[config.mk]
export PLATFORM = sky130hd
export DESIGN_NAME = multi_cycle_ctrl
export DESIGN_NICKNAME = d
export VERILOG_FILES = /design/src/rtl/multi_cycle_ctrl.sv
export SDC_FILE = /design/constraint.sdc
export NUM_CORES = 1
export LEC_CHECK = 0
export ABC_AREA = 1
export CELL_PAD_IN_SITES_DETAIL_PLACEMENT = 0
export CELL_PAD_IN_SITES_GLOBAL_PLACEMENT = 1
export CORE_MARGIN = 2
export CORE_UTILIZATION = 35
export DETAILED_ROUTE_END_ITERATION = 10
export HOLD_SLACK_MARGIN = 0.1
export PLACE_DENSITY_LB_ADDON = 0.1
export SETUP_SLACK_MARGIN = 0.1
export SLEW_MARGIN = 20
export SYNTH_ARGS = -nofsm -noshare
export SYNTH_HDL_FRONTEND = slang
export SYNTH_SLANG_ARGS = --single-unit
[constraint.sdc]
create_clock -name clk -period 4.5 [get_ports clk]
set_input_delay 0.675 -clock clk [delete_from_list [all_inputs] [get_ports clk]]
set_output_delay 0.675 -clock clk [all_outputs]
set_load 0.05 [all_outputs]
[src/rtl/multi_cycle_ctrl.sv]
// Multi-cycle Moore control for the MIPS subset addu/lw/sw/beq/j/addiu.
// Shares one ALU and one memory port across states; counts retirements.
module multi_cycle_ctrl #(
    parameter int COUNT_W = 32
) (
    input  logic               clk,
    input  logic               rst,
    input  logic [5:0]         op,
    input  logic [5:0]         funct,
    input  logic               mem_ready,
    input  logic               alu_zero,
    output logic               pc_wen,
    output logic [1:0]         pc_src,
    output logic               ir_wen,
    output logic               iord,
    output logic               mem_ren,
    output logic               mem_wen,
    output logic               rf_wen,
    output logic               rf_dst,
    output logic               mem_to_rf,
    output logic               alu_src_a,
    output logic [1:0]         alu_src_b,
    output logic [3:0]         alu_ctrl,
    output logic [3:0]         state,
    output logic               retire,
    output logic               illegal,
    output logic [COUNT_W-1:0] instr_count
);

    typedef enum logic [3:0] {
        S_FETCH    = 4'd0,
        S_DECODE   = 4'd1,
        S_MEM_ADDR = 4'd2,
        S_MEM_RD   = 4'd3,
        S_MEM_WB   = 4'd4,
        S_MEM_WR   = 4'd5,
        S_EXEC     = 4'd6,
        S_R_WB     = 4'd7,
        S_BRANCH   = 4'd8,
        S_JUMP     = 4'd9,
        S_ADDI_EX  = 4'd10,
        S_ADDI_WB  = 4'd11
    } state_e;

    localparam logic [3:0] ALU_ADD = 4'b0010;
    localparam logic [3:0] ALU_SUB = 4'b0110;

    state_e             state_q, state_d;
    logic               is_sw_q, is_sw_d;
    logic [COUNT_W-1:0] cnt_q;

    logic op_r, op_lw, op_sw, op_beq, op_j, op_addi, fn_addu;

    assign op_r    = (op == 6'b000000);
    assign op_lw   = (op == 6'b100011);
    assign op_sw   = (op == 6'b101011);
    assign op_beq  = (op == 6'b000100);
    assign op_j    = (op == 6'b000010);
    assign op_addi = (op == 6'b001001);
    assign fn_addu = (funct == 6'b100001);

    always_comb begin
        state_d   = S_FETCH;
        is_sw_d   = is_sw_q;
        pc_wen    = 1'b0;
        pc_src    = 2'b00;
        ir_wen    = 1'b0;
        iord      = 1'b0;
        mem_ren   = 1'b0;
        mem_wen   = 1'b0;
        rf_wen    = 1'b0;
        rf_dst    = 1'b0;
        mem_to_rf = 1'b0;
        alu_src_a = 1'b0;
        alu_src_b = 2'b00;
        alu_ctrl  = 4'b0000;
        retire    = 1'b0;
        illegal   = 1'b0;
        case (state_q)
            S_FETCH: begin
                mem_ren = 1'b1;
                if (mem_ready) begin
                    ir_wen    = 1'b1;
                    pc_wen    = 1'b1;
                    alu_src_b = 2'b01;
                    alu_ctrl  = ALU_ADD;
                    state_d   = S_DECODE;
                end else begin
                    state_d = S_FETCH;
                end
            end
            S_DECODE: begin
                // Branch target is computed speculatively into ALUOut here.
                alu_src_b = 2'b11;
                alu_ctrl  = ALU_ADD;
                unique case (1'b1)
                    op_r && fn_addu: state_d = S_EXEC;
                    op_lw: begin
                        state_d = S_MEM_ADDR;
                        is_sw_d = 1'b0;
                    end
                    op_sw: begin
                        state_d = S_MEM_ADDR;
                        is_sw_d = 1'b1;
                    end
                    op_beq:  state_d = S_BRANCH;
                    op_j:    state_d = S_JUMP;
                    op_addi: state_d = S_ADDI_EX;
                    default: begin
                        illegal = 1'b1;
                        state_d = S_FETCH;
                    end
                endcase
            end
            S_MEM_ADDR: begin
                alu_src_a = 1'b1;
                alu_src_b = 2'b10;
                alu_ctrl  = ALU_ADD;
                state_d   = is_sw_q ? S_MEM_WR : S_MEM_RD;
            end
            S_MEM_RD: begin
                mem_ren = 1'b1;
                iord    = 1'b1;
                state_d = mem_ready ? S_MEM_WB : S_MEM_RD;
            end
            S_MEM_WB: begin
                rf_wen    = 1'b1;
                mem_to_rf = 1'b1;
                retire    = 1'b1;
            end
            S_MEM_WR: begin
                mem_wen = 1'b1;
                iord    = 1'b1;
                retire  = mem_ready;
                state_d = mem_ready ? S_FETCH : S_MEM_WR;
            end
            S_EXEC: begin
                alu_src_a = 1'b1;
                alu_ctrl  = ALU_ADD;
                state_d   = S_R_WB;
            end
            S_R_WB: begin
                rf_wen = 1'b1;
                rf_dst = 1'b1;
                retire = 1'b1;
            end
            S_BRANCH: begin
                alu_src_a = 1'b1;
                alu_ctrl  = ALU_SUB;
                pc_src    = 2'b01;
                pc_wen    = alu_zero;
                retire    = 1'b1;
            end
            S_JUMP: begin
                pc_wen = 1'b1;
                pc_src = 2'b10;
                retire = 1'b1;
            end
            S_ADDI_EX: begin
                alu_src_a = 1'b1;
                alu_src_b = 2'b10;
                alu_ctrl  = ALU_ADD;
                state_d   = S_ADDI_WB;
            end
            S_ADDI_WB: begin
                rf_wen = 1'b1;
                retire = 1'b1;
            end
            default: state_d = S_FETCH;
        endcase
        // Reset squashes every request, including a pending memory write.
        if (!rst) begin
            pc_wen    = 1'b0;
            pc_src    = 2'b00;
            ir_wen    = 1'b0;
            iord      = 1'b0;
            mem_ren   = 1'b0;
            mem_wen   = 1'b0;
            rf_wen    = 1'b0;
            rf_dst    = 1'b0;
            mem_to_rf = 1'b0;
            alu_src_a = 1'b0;
            alu_src_b = 2'b00;
            alu_ctrl  = 4'b0000;
            retire    = 1'b0;
            illegal   = 1'b0;
        end
    end

    always_ff @(posedge clk) begin
        if (!rst) begin
            state_q <= S_FETCH;
            is_sw_q <= 1'b0;
            cnt_q   <= '0;
        end else begin
            state_q <= state_d;
            is_sw_q <= is_sw_d;
            if (retire) begin
                cnt_q <= cnt_q + COUNT_W'(1);
            end
        end
    end

    assign state       = state_q;
    assign instr_count = cnt_q;

endmodule

======== After elaboration in Yosys (flattened, before gate mapping) ========
Cells that the tools add are included.
Widths: inputs -> output; s select.
cells by class
  add/subtract/negate cells ............... 1
  equality and inequality tests ........... 17
  mux-type cells .......................... 39
  reductions and logical operators ........ 14
operators with widths
  operator               count
  $add 32x1->32 const B  1
  $pmux 4 s7             1
  $mux 1                 24
  $pmux 4 s5             1
  $eq 6x6->1 const B     3
  $eq 4x3->1 const B     4
  $eq 4x4->1 const B     4
  $mux 3                 3
  $pmux 3 s3             1
  $eq 4x2->1 const B     2
  $reduce_or 2->1        4
  $reduce_or 4->1        2
  $eq 6x2->1 const B     1
  $eq 6x3->1 const B     1
  $eq 6x4->1 const B     1
  $logic_not 6->1        1
  $mux 2                 3
  $pmux 2 s3             1
  $reduce_or 6->1        1
  $reduce_or 5->1        1
  $eq 4x1->1 const B     1
  $logic_not 4->1        1
  $mux 4                 1
  $pmux 1 s2             2
  other kinds (6)        6
word-level totals
  flip-flop bits (word level) ............. 37
  output and inout bits ................... 55
  logic and storage cells ................. 74

======== Depth between registers and ports, before layout ========
Gate-level depths: netlist (run 1).
  depth after elaboration ................. 6
  depth in mapped cells ................... 11
  mapped depth without buffers ............ 10

======== Worst setup path before layout (run 1) ========
Ideal clock, no wire load.
  path kind ............................... register -> output
  start point ............................. register state_q[0] (netlist: state[0])
  end point ............................... output port illegal
  data arrival time ....................... 2747 ps
  required time ........................... 3825 ps
  slack ................................... 1078 ps
  cell stages (with the launch flop) ...... 5
  cells stage by stage .................... dfxtp_1 -> nand2_1 -> nor2_1 -> nand2_1 -> nor4_1
on the way
  longest elaborated chain between the ends .. 3
ends and longest elaborated chain
  what                    line  text
  start, declared         48    state_e state_q, state_d;
  start signal, assigned  196   state_q <= state_d;
  $eq 4x1->1              79    case (state_q)
  $mux 1                  79
  $mux 1                  172   if (!rst) begin
  end, declared           26    output logic illegal,
Every way passes these cells.

======== Worst setup path after layout (run 1) ========
  start point ............................. input port rst
  end point ............................... output port alu_ctrl[1]
on the way
  longest elaborated chain between the ends .. 1
ends and longest elaborated chain
  what             line  text
  start, declared  7     input logic rst,
  $mux 4           172
  end, declared    23    output logic [3:0] alu_ctrl,
Every way passes these cells.

==> results of run 1 <==
-- how the worst max path moves through the flow --
stage,start,end,slack [ns]
after CTS,rst,alu_ctrl[1],0.89
after floorplan,state[0],illegal,1.08
after detailed placement,rst,alu_ctrl[1],0.90
after global placement,rst,alu_ctrl[1],0.92
final,rst,alu_ctrl[1],0.91
after global routing,rst,alu_ctrl[1],0.73
-- area by class of cell --
cell class,instances,share of cell area (%)
clock buffers,5,2.006
clock inverters,1,0.1459
well taps,99,3.611
multi-input cells,364,47.67
inverters,45,4.923
flip-flops and latches,37,21.59
repair buffers,69,20.06
-- registers in the layout, indices dropped and copies added, names as in the netlist --
| register | flops |
|---|---|
| is_sw_q | 1 |
| state | 4 |
| instr_count | 32 |
-- power breakdown --
group | switching (mW) | internal, mW | leakage [nW]
Clock | 0.120 | 0.102 | 0.0399
Sequential | 0.00205 | 0.328 | 0.298
Combinational | 0.0501 | 0.0278 | 0.917
Total | 0.172 | 0.458 | 1.25
-- cells by family (layout without fill, tap and decap cells) --
logic type,Yosys count,after routing,share of synthesized area (%)
simple gates,311,311,50.14
other cells,1,2,0.1437
compound gates,42,42,9.061
buf+inv,56,120,9.108
fa+ha+maj,1,1,0.4793
xor+xnor,8,8,2.685
flops,37,37,28.38
-- placed cells by master, fill, tap and decap left out, types with 5 or more instances in the layout --
cell	n
a21oi_1	25
clkbuf_8	5
clkdlybuf4s50_1	68
dfxtp_1	37
inv_1	41
nand2_1	163
nand3_1	29
nand4_1	7
nor2_1	92
o21ai_0	7
xor2_1	5
-- worst max-delay path, cell delays in order --
cell and delay [ns]:
clkdlybuf4s50_1 0.43, inv_2 0.55, o21ai_0 0.23, or2_2 0.33, clkdlybuf4s50_1 0.70
-- metal layers --
| metal | GRT usage (%) | wire length, um | up-vias |
|---|---|---|---|
| met3 | 3.005 | 304 | 6 |
| met5 | 0 | 0 | - |
| met4 | 4.231 | 74 | 0 |
| met1 | 25.32 | 3768 | 1286 |
| met2 | 30.64 | 3302 | 67 |
| li1 | - | - | 1556 |
-- metrics by stage --
stage	hold WS, ns	worst slack (ns)	utilization [%]	instances	area (um2)
detailed placement	0.4918	0.9001	46.28	614	3357
CTS	0.5033	0.8938	47.30	620	3431
global placement	0.4831	0.9205	46.28	614	3357
finish	0.4990	0.9125	47.30	620	3431
global route	0.5276	0.7304	47.30	620	3431
floorplan	0.5253	1.078	-	457	2614
==> summary by stage, run 1 <==
Synthesis
The most frequently used cell type in the post-synthesis netlist is nand2_1. The count of state elements after synthesis is 37. For this run, the register share of the synthesized area comes to 28.38%.

The area of the mapped netlist is 0.002610 mm2. The count of flip-flops with a built-in enable after synthesis is 0. The commonest cells after synthesis are 163 x nand2_1, 92 x nor2_1, 41 x inv_1. The area share of the leading cell type in the synthesized netlist is 28.38%.

Summed over all instances, the cell type with the most area after synthesis is dfxtp_1. The most used flip-flop cell after synthesis is dfxtp_1. The synthesis warning total is 0. The number of instances in the synthesized netlist is 456. The fraction of registers with async set/reset is 0%. Ranked by total cell area, the synthesized netlist is headed by dfxtp_1 28%, nand2_1 23%, nor2_1 13%.

Synthesis instantiated 37 different standard cells from the library. The average cell area after synthesis is 5.724 um2.

Floorplan
The core region is 0.007253 mm2. The initialized floorplan defines 31 standard-cell rows. The die is 90.36 um wide. 71 I/O pins were placed. The effective utilization at floorplan is 35.98%. The vertical extent of the die is 90.36 um. The die area is 0.008164 mm2.

Route
The number of vias in the routed layout is 2915. The first-pass detailed-route iteration total is 4. The aggregate routed wire length is 7449 um. The number of nets with antenna violations after routing is 0. The via-per-instance ratio is 4.702. The violation count after the first detailed-route iteration is 124. The number of remaining DRC errors is 0. In the final routed layout, each cell accounts on average for 12.01 um.

Placed design
At the end of routability-driven placement, the weighted congestion stood at 0.8804. The count of port buffers added during placement is 68. Detailed placement finished with a half-perimeter wire length of 5661 um.

Setup path
Data arrives at the worst endpoint at 2.91 ns. The reg-to-reg startpoint is state[1]. Along the worst path, the maximum fanout reaches 36. The worst setup path is captured at a primary output.

STA classifies the critical path startpoint as an input port. The data required time at the worst endpoint is 3.83 ns. In this run the register-to-register setup slack is 2.57 ns. The length in cells of the worst reg-to-reg path is 8.

The end of the worst register-to-register path is instr_count[15]. The critical path class is input port to primary output.

Job
Across the run, the number of max-cap violations was 0.

Worst hold path
The worst hold-check path type is flip-flop to flip-flop. The hold path startpoint is instr_count[31]. The worst hold path passes through 2 cells. The endpoint of the worst hold path is instr_count[31].

Pwr
The worst ir drop on vdd is 0.1137 mV. The analysis attributes to cell leakage a power of 1.255 nW. The power density relative to cell area is 183.6 mW/mm2.

The total chip power is 629.8 uW.

Clock network
The clock reaches the later pin of the worst-skew pair after 0.29 ns. The root buffer cell is clkbuf_8. In this run, post-CTS hold repair placed 0 buffers. The number of CTS-inserted buffers is 5. The number of buffers inserted to repair setup after CTS is 0.

For this design, the sink count on the clock tree is 37. After clock tree synthesis, the repair step resized 0 gates. The TritonCTS clock tree is yes. The post-CTS clock slew at the launch and capture registers of the worst setup and hold paths is 0.07 ns.

No sink is reached through more buffers than the 2 on the longest clock path. The level count of the clock H-tree is 2.

Global routing
The number of global-route vias before repair is 2713. Entering global routing, the biggest net connects 37 pins. The initial antenna violation count is 0.

The global-route congestion overflow total is 0. Across every metal layer, demand over resource in global routing totals 18.52%. The first-pass GRT wire length is 12560 um.

Status
The flow ran to the end, and the final reports show no timing, DRC or antenna violations.

Timing
The shortest period the worst path allows is 3.588 ns. The number of max-slew violations in the final report is 0. At the pin with the least slew margin, the transition time is 0.7270 ns. The setup violation total in the final timing report is 0. The maximum clock frequency is 278.7 MHz. The portion of the clock cycle consumed by the worst path in the final layout is 79.72%.

Setup repair after global routing left no endpoint under its margin. Summed over all failing endpoints, the final setup total negative slack is 0 ns. The number of failing hold endpoints at the final stage is 0. The post-route clock skew is 0.006753 ns. The headroom to the max-slew limit is 51.47%.

Final layout
The total area of sequential cells is 740.7 um2. Counting the fill cells in the layout gives 799. The layout net count is 539. The area growth from synthesis to layout is 31.45%. Of the cells placed in the final design, the portion with a size suffix greater than 1 is 5.182%. 0 antenna diodes ended up in the layout. The multi-input combinational cell area is 0.001635 mm2.
(Power assumes the default switching activity.)
==> inputs of run 2 (changes only) <==
Settings changed: CORE_UTILIZATION 35 to 29.
Clock period 4.5 ns to 2.95 ns, I/O delays scaled along.
==> run 2 against run 1 <==
Against the previous run:
- critical path depth did not move
- clock power rose by 80%
- cell count rose by 1.9%
- die area grew 20%
- first-iteration DRC count decreased by 22%
- critical endpoint unchanged
- count of clock-buffer cells in the layout is 1 higher
- via count up 1.8%
- global-route usage shrank 1.5 points
- register-to-register slack lost 1.6 ns
- non-clock buffer count is 1 higher
==> summary by stage, run 2 (synthesis results as in run 1) <==
Clock network
The post-CTS clock slew at the launch and capture registers of the worst setup and hold paths is 0.08 ns (about the same). TritonCTS built the clock tree. The clock insertion delay at the later pin of the skew report is 0.30 ns (about the same).

The TritonCTS sink count came to 37 (unchanged). The number of buffers inserted for hold repair after clock tree synthesis came to 0 (unchanged). The level count of the clock H-tree is 2 (unchanged).

The clock tree buffer depth is 2 (unchanged). The number of buffers inserted to repair setup after CTS came to 0 (unchanged). The number of resized instances in the post-cts repair step was 0 (unchanged). The tree is rooted in a clkbuf_8. The number of CTS-inserted buffers is 5 (unchanged).

Timing
The headroom to the max-slew limit came to 65.47% (+14 points). For this run, the top clock speed supported by timing is 398.5 MHz. The portion of the clock cycle consumed by the worst path in the final layout is 85.07%. The number of max-slew violations in the final report is 0 (unchanged). The routed design could run at a clock period as short as 2.510 ns. Setup repair after global routing left no endpoint under its margin.

The number of failing hold endpoints at the final stage is 0 (unchanged). The setup violation total in the final timing report is 0 (unchanged). The final sum of negative setup slack was 0 ns (unchanged).

The post-route clock skew is 0.009235 ns (+0.002483 ns). The slew at the pin closest to its max-slew limit is 0.5164 ns (-0.2106 ns).

Pwr
The power spent charging and discharging nets is 293.9 uW (+71%). The power density relative to cell area came to 284.8 mW/mm2 (+55%). The reported leakage power is 1.352 nW (+7.7%). The cell-internal power is 745.3 uW (+63%). The switching part of the total power was 28.28% (+0.98 points). The worst ir drop on vdd is 0.1630 mV (+43%).

The total chip power was 1.039 mW (+65%). The part of the total power dissipated in the clock network is 38.4% (+3.2 points). The part of the total power dissipated in combinational logic was 13.1% (+0.7 points). The sequential share of power was 48.5% (-3.9 points).

Setup path
The worst-case register-to-register setup slack is 1.00 ns (-1.57 ns). The number of buffers and inverters on the critical path is 3 (unchanged). Walking the worst path, the cells encountered are clkdlybuf4s50_1 -> inv_2 -> o21ai_1 -> or2_2 -> buf_4. The maximum fanout along the worst path was 16 (-56%). The capturing element type of the critical path is a primary output. The stage delay of the slowest cell on the critical path came to 0.57 ns (-0.13 ns).

In this design, the largest share of critical-path delay is due to buffers and inverters. The critical path in this run is classified as input port to primary output. The length in cells of the worst reg-to-reg path is 8 (unchanged). The slowest stage of the critical path belongs to the cell clkdlybuf4s50_1. The reg-to-reg startpoint is state[1]. The worst register-to-register path ends at instr_count[15]. The startpoint type of the worst setup path is an input port.

The arrival time of the worst setup path is 2.07 ns (-0.84 ns). The data required time at the worst endpoint came to 2.51 ns (-1.32 ns).

Final layout
The most common library cell in the layout ignoring fill and taps is nand2_1. In the layout the commonest cells are 163 x nand2_1, 92 x nor2_1, 51 x clkdlybuf4s50_1. The layout net count was 540 (+0.19%).

The number of flip-flops in the largest register is 32 (unchanged). The count of antenna diodes in the layout came to 0 (unchanged). The design area is 0.003649 mm2 (+6.3%).

The area growth from synthesis to layout is 39.79%. The fraction of final layout cells sized beyond drive strength 1 is 9.542% (+4.4 points).

Worst hold path
The hold path startpoint is instr_count[31]. The min-delay analysis places its worst path in the category flip-flop to flip-flop. The instance count along the most critical hold path is 2 (unchanged).

The endpoint of the worst hold path is instr_count[31].

Global routing
The largest net degree at the start of global routing is 22 (-41%). The met3 global-route usage is 3.546% (+0.54 points). The initial antenna violation count is 0 (unchanged). The first-pass GRT wire length came to 13580 um (+8.1%). The total routing usage reported by global routing is 17.07% (-1.5 points). The global-route congestion overflow total is 0 (unchanged).

The routing usage on met1 came to 22.48% (-2.8 points). The layer flagged by global routing as most heavily used is met2. The number of global-route vias before repair is 2759 (+1.7%). The global-route met2 utilization is 28.59% (-2.1 points).

Route
The number of vias in the routed layout is 2967 (+1.8%). The violation count after the first detailed-route iteration is 97 (-22%). The via-per-instance ratio is 4.695 (-0.15%).

The first-pass detailed-route iteration total is 5 (+1). The aggregate routed wire length is 8211 um (+10%). The number of remaining DRC errors came to 0 (unchanged).

The routed length per placed instance came to 12.99 um (+8.1%). The number of nets with antenna violations after routing is 0 (unchanged).

Floorplan
The horizontal extent of the die is 98.87 um (+9.4%). The vertical extent of the die came to 98.87 um (+9.4%). The count of boundary I/O pins is 71 (unchanged). The number of rows created at floorplan is 34 (+9.7%). The effective utilization at floorplan was 29.93% (-6.1 points). The die area is 0.009775 mm2 (+20%).

The area of the core is 0.008721 mm2 (+20%).

Placed design
The placement-stage cell area is 0.003552 mm2 (+5.8%). The half-perimeter wire length of the detailed placement result was 6429 um (+14%). The count of port buffers added during placement came to 68 (unchanged).

The placer's final routability congestion estimate was 0.8142 (-7.5%).

Job
The number of maximum-capacitance violations is 0 (unchanged).

Status
The flow ran to the end, and the final reports show no timing, DRC or antenna violations.
## run 2: cell count changes in the layout (fill, tap and decap cells not counted), moves of 2 or more
cell	change
buf_12	+16
nor4_1	-2
clkdlybuf4s50_1	-17
buf_4	+2
nor4_2	+2
## run 2: layout make-up
class	count	area, um2
Clock inverter	2	13.76
Inverter	45	168.9
Sequential cell	37	740.7
Tap cell	108	135.1
Clock buffer	6	82.58
Timing Repair Buffer	70	853.3
Fill cell	942	5072
Multi-Input combinational cell	364	1654
## run 2: how the worst max path moves through the flow
| stage | start | end | slack [ns] | depth (start not counted) |
|---|---|---|---|---|
| 2_1_floorplan | state[0] | illegal | 0.32 | 4 |
| 3_3_place_gp | rst | alu_ctrl[1] | 0.50 | 5 |
| 3_5_place_dp | rst | alu_ctrl[1] | 0.44 | 5 |
| 4_1_cts | rst | alu_ctrl[1] | 0.44 | 5 |
| 5_1_grt | state[3] | illegal | 0.23 | 6 |
| 6_report | rst | alu_ctrl[1] | 0.44 | 5 |
## run 2: power by group through the flow
stage	Combinational, mW	Clock (mW)	Sequential, mW
final	0.136	0.399	0.504
after global routing	0.146	0.439	0.504
after CTS	0.137	0.418	0.504
after detailed placement	0.137	0	0.515
after global placement	0.137	0	0.516
after floorplan	0.0701	0	0.519
## run 2: worst min-delay path, stage by stage, from the launching register on
cell and delay, ns:
dfxtp_1 0.34, nand2_1 0.07, a21oi_1 0.06
## run 2: stage by stage
step	hold WS (ns)	instances	worst slack, ns	util [%]
floorplan	0.5253	457	0.3186	-
global placement	0.4808	624	0.4968	40.73
detailed placement	0.4986	624	0.4449	40.73
CTS	0.5115	632	0.4440	41.84
global route	0.5359	632	0.2296	41.84
finish	0.5082	632	0.4404	41.84
## run 2: per-layer routing
metal | vias to the layer above | share of wire (%)
met2 | 71 | 45
met5 | - | 0
li1 | 1560 | -
met1 | 1331 | 49
met4 | 0 | 0.83
met3 | 5 | 5.5
==> RTL change, RTL diff (flow settings as in run 2) <==
Set the parameter `COUNT_W` to 64 (it was 32).
--- a/src/rtl/multi_cycle_ctrl.sv
+++ b/src/rtl/multi_cycle_ctrl.sv
@@ -2,5 +2,5 @@
 // Shares one ALU and one memory port across states; counts retirements.
 module multi_cycle_ctrl #(
-    parameter int COUNT_W = 32
+    parameter int COUNT_W = 64
 ) (
     input  logic               clk,
Interface: changed (resized instr_count); port bits go from 71 to 103. No check against the original RTL was run, so the function may have changed too.
==> RTL change against run 2 <==
Hold slack worse by 5.4 ps. Maximum frequency rose by 3.6%. Synthesized area rose by 86%. Register-to-register slack got worse by 160 ps. Worst setup slack gained 88 ps. Sequential cell count increased by 32. Design area increased by 78%. Synthesized cell count is 91% higher. Sequential power grew 86%. Cell count grew 88%. Total power rose by 120%. Count of clock-buffer cells in the layout up 7. Routed wire length rose by 93%. Largest power group is now clock.
==> RTL change: results (changes against run 2) <==
run_status:
  run_status: "complete, no violations"
timing:
  fin_hold_ws_ps: 503  # -5.41 ps
  relSlewSlack: 0.491  # -0.164
clocking:
  h-tree-depth: 3  # +1
  clkTransAtPathRegs_ps: 60  # -20 ps
  clk_latency_ps: 340  # +40 ps
critical_path:
  reg2reg_to: "instr_count[31]$_SDFFE_PN0P_"
  cp_slowest_cell: "nor4_2"
  critical-path-top-delay-family: "simple AND/OR/NAND/NOR gates"
  cp_slowest_stage_delay_ps: 420  # -150 ps
  worstReg2RegStart: "instr_count[30]$_SDFFE_PN0P_"
  endpoint: "illegal"
global_routing:
  grt_util_met3: 0.0339  # -0.00159
  grt_pass1_vias: 5005  # +81%
  grt_use_met1: 0.258  # +0.0329
  grt.total_usage: 0.184  # +0.0132
  grt_pass1_wl_um: 25900  # +91%
logic_synthesis:
  yosys.cell_types.count: 35  # -5.4%
  synth.area.top_cells: "dfxtp_1, nand2_1, nor2_1, inv_1, nand4_1"
  synthAdderAreaFrac: 0.00258  # -0.00221
layout:
  largest_register_ffs: 64  # +100%
  fin_nets: 982  # +82%
placed_design:
  port_buffers: 100  # +47%
  dpl_cell_area_mm2: 0.00619  # +74%
route:
  drt_first_pass_iters: 7  # +2
RTL change: cell types whose count changed in the layout (fill, tap and decap cells not counted), moves of 24 or more:
cell / before / now
nand3_1: 29 / 53
clkdlybuf4s50_1: 51 / 82
nor2_1: 92 / 177
dfxtp_1: 37 / 69
nand4_1: 7 / 46
nand2_1: 163 / 251
inv_1: 41 / 156
RTL change: through the flow:
step                      cells  setup WS [ps]  utilization
after floorplan             871            178            -
after detailed placement   1174            618        0.376
after global placement     1174            631        0.376
after CTS                  1190            508        0.395
final                      1190            528        0.395
after global routing       1190            317        0.395
RTL change: where the power goes:
group          internal (W)  switching [W]  leakage, nW
clock              0.000723       0.000427        0.152
combinational     0.0000615      0.0000912         1.98
sequential         0.000933     0.00000210        0.556
RTL change: layout make-up:
class                      instances  area, um2  share of cell area
timing repair buffer             106       1200               0.184
clock inverter                     3       42.5             0.00654
sequential                        69       1380               0.212
inverter                         157        589              0.0906
multi-input combinational        622       2750               0.423
tap                              220        275              0.0423
clock buffer                      13        270              0.0415
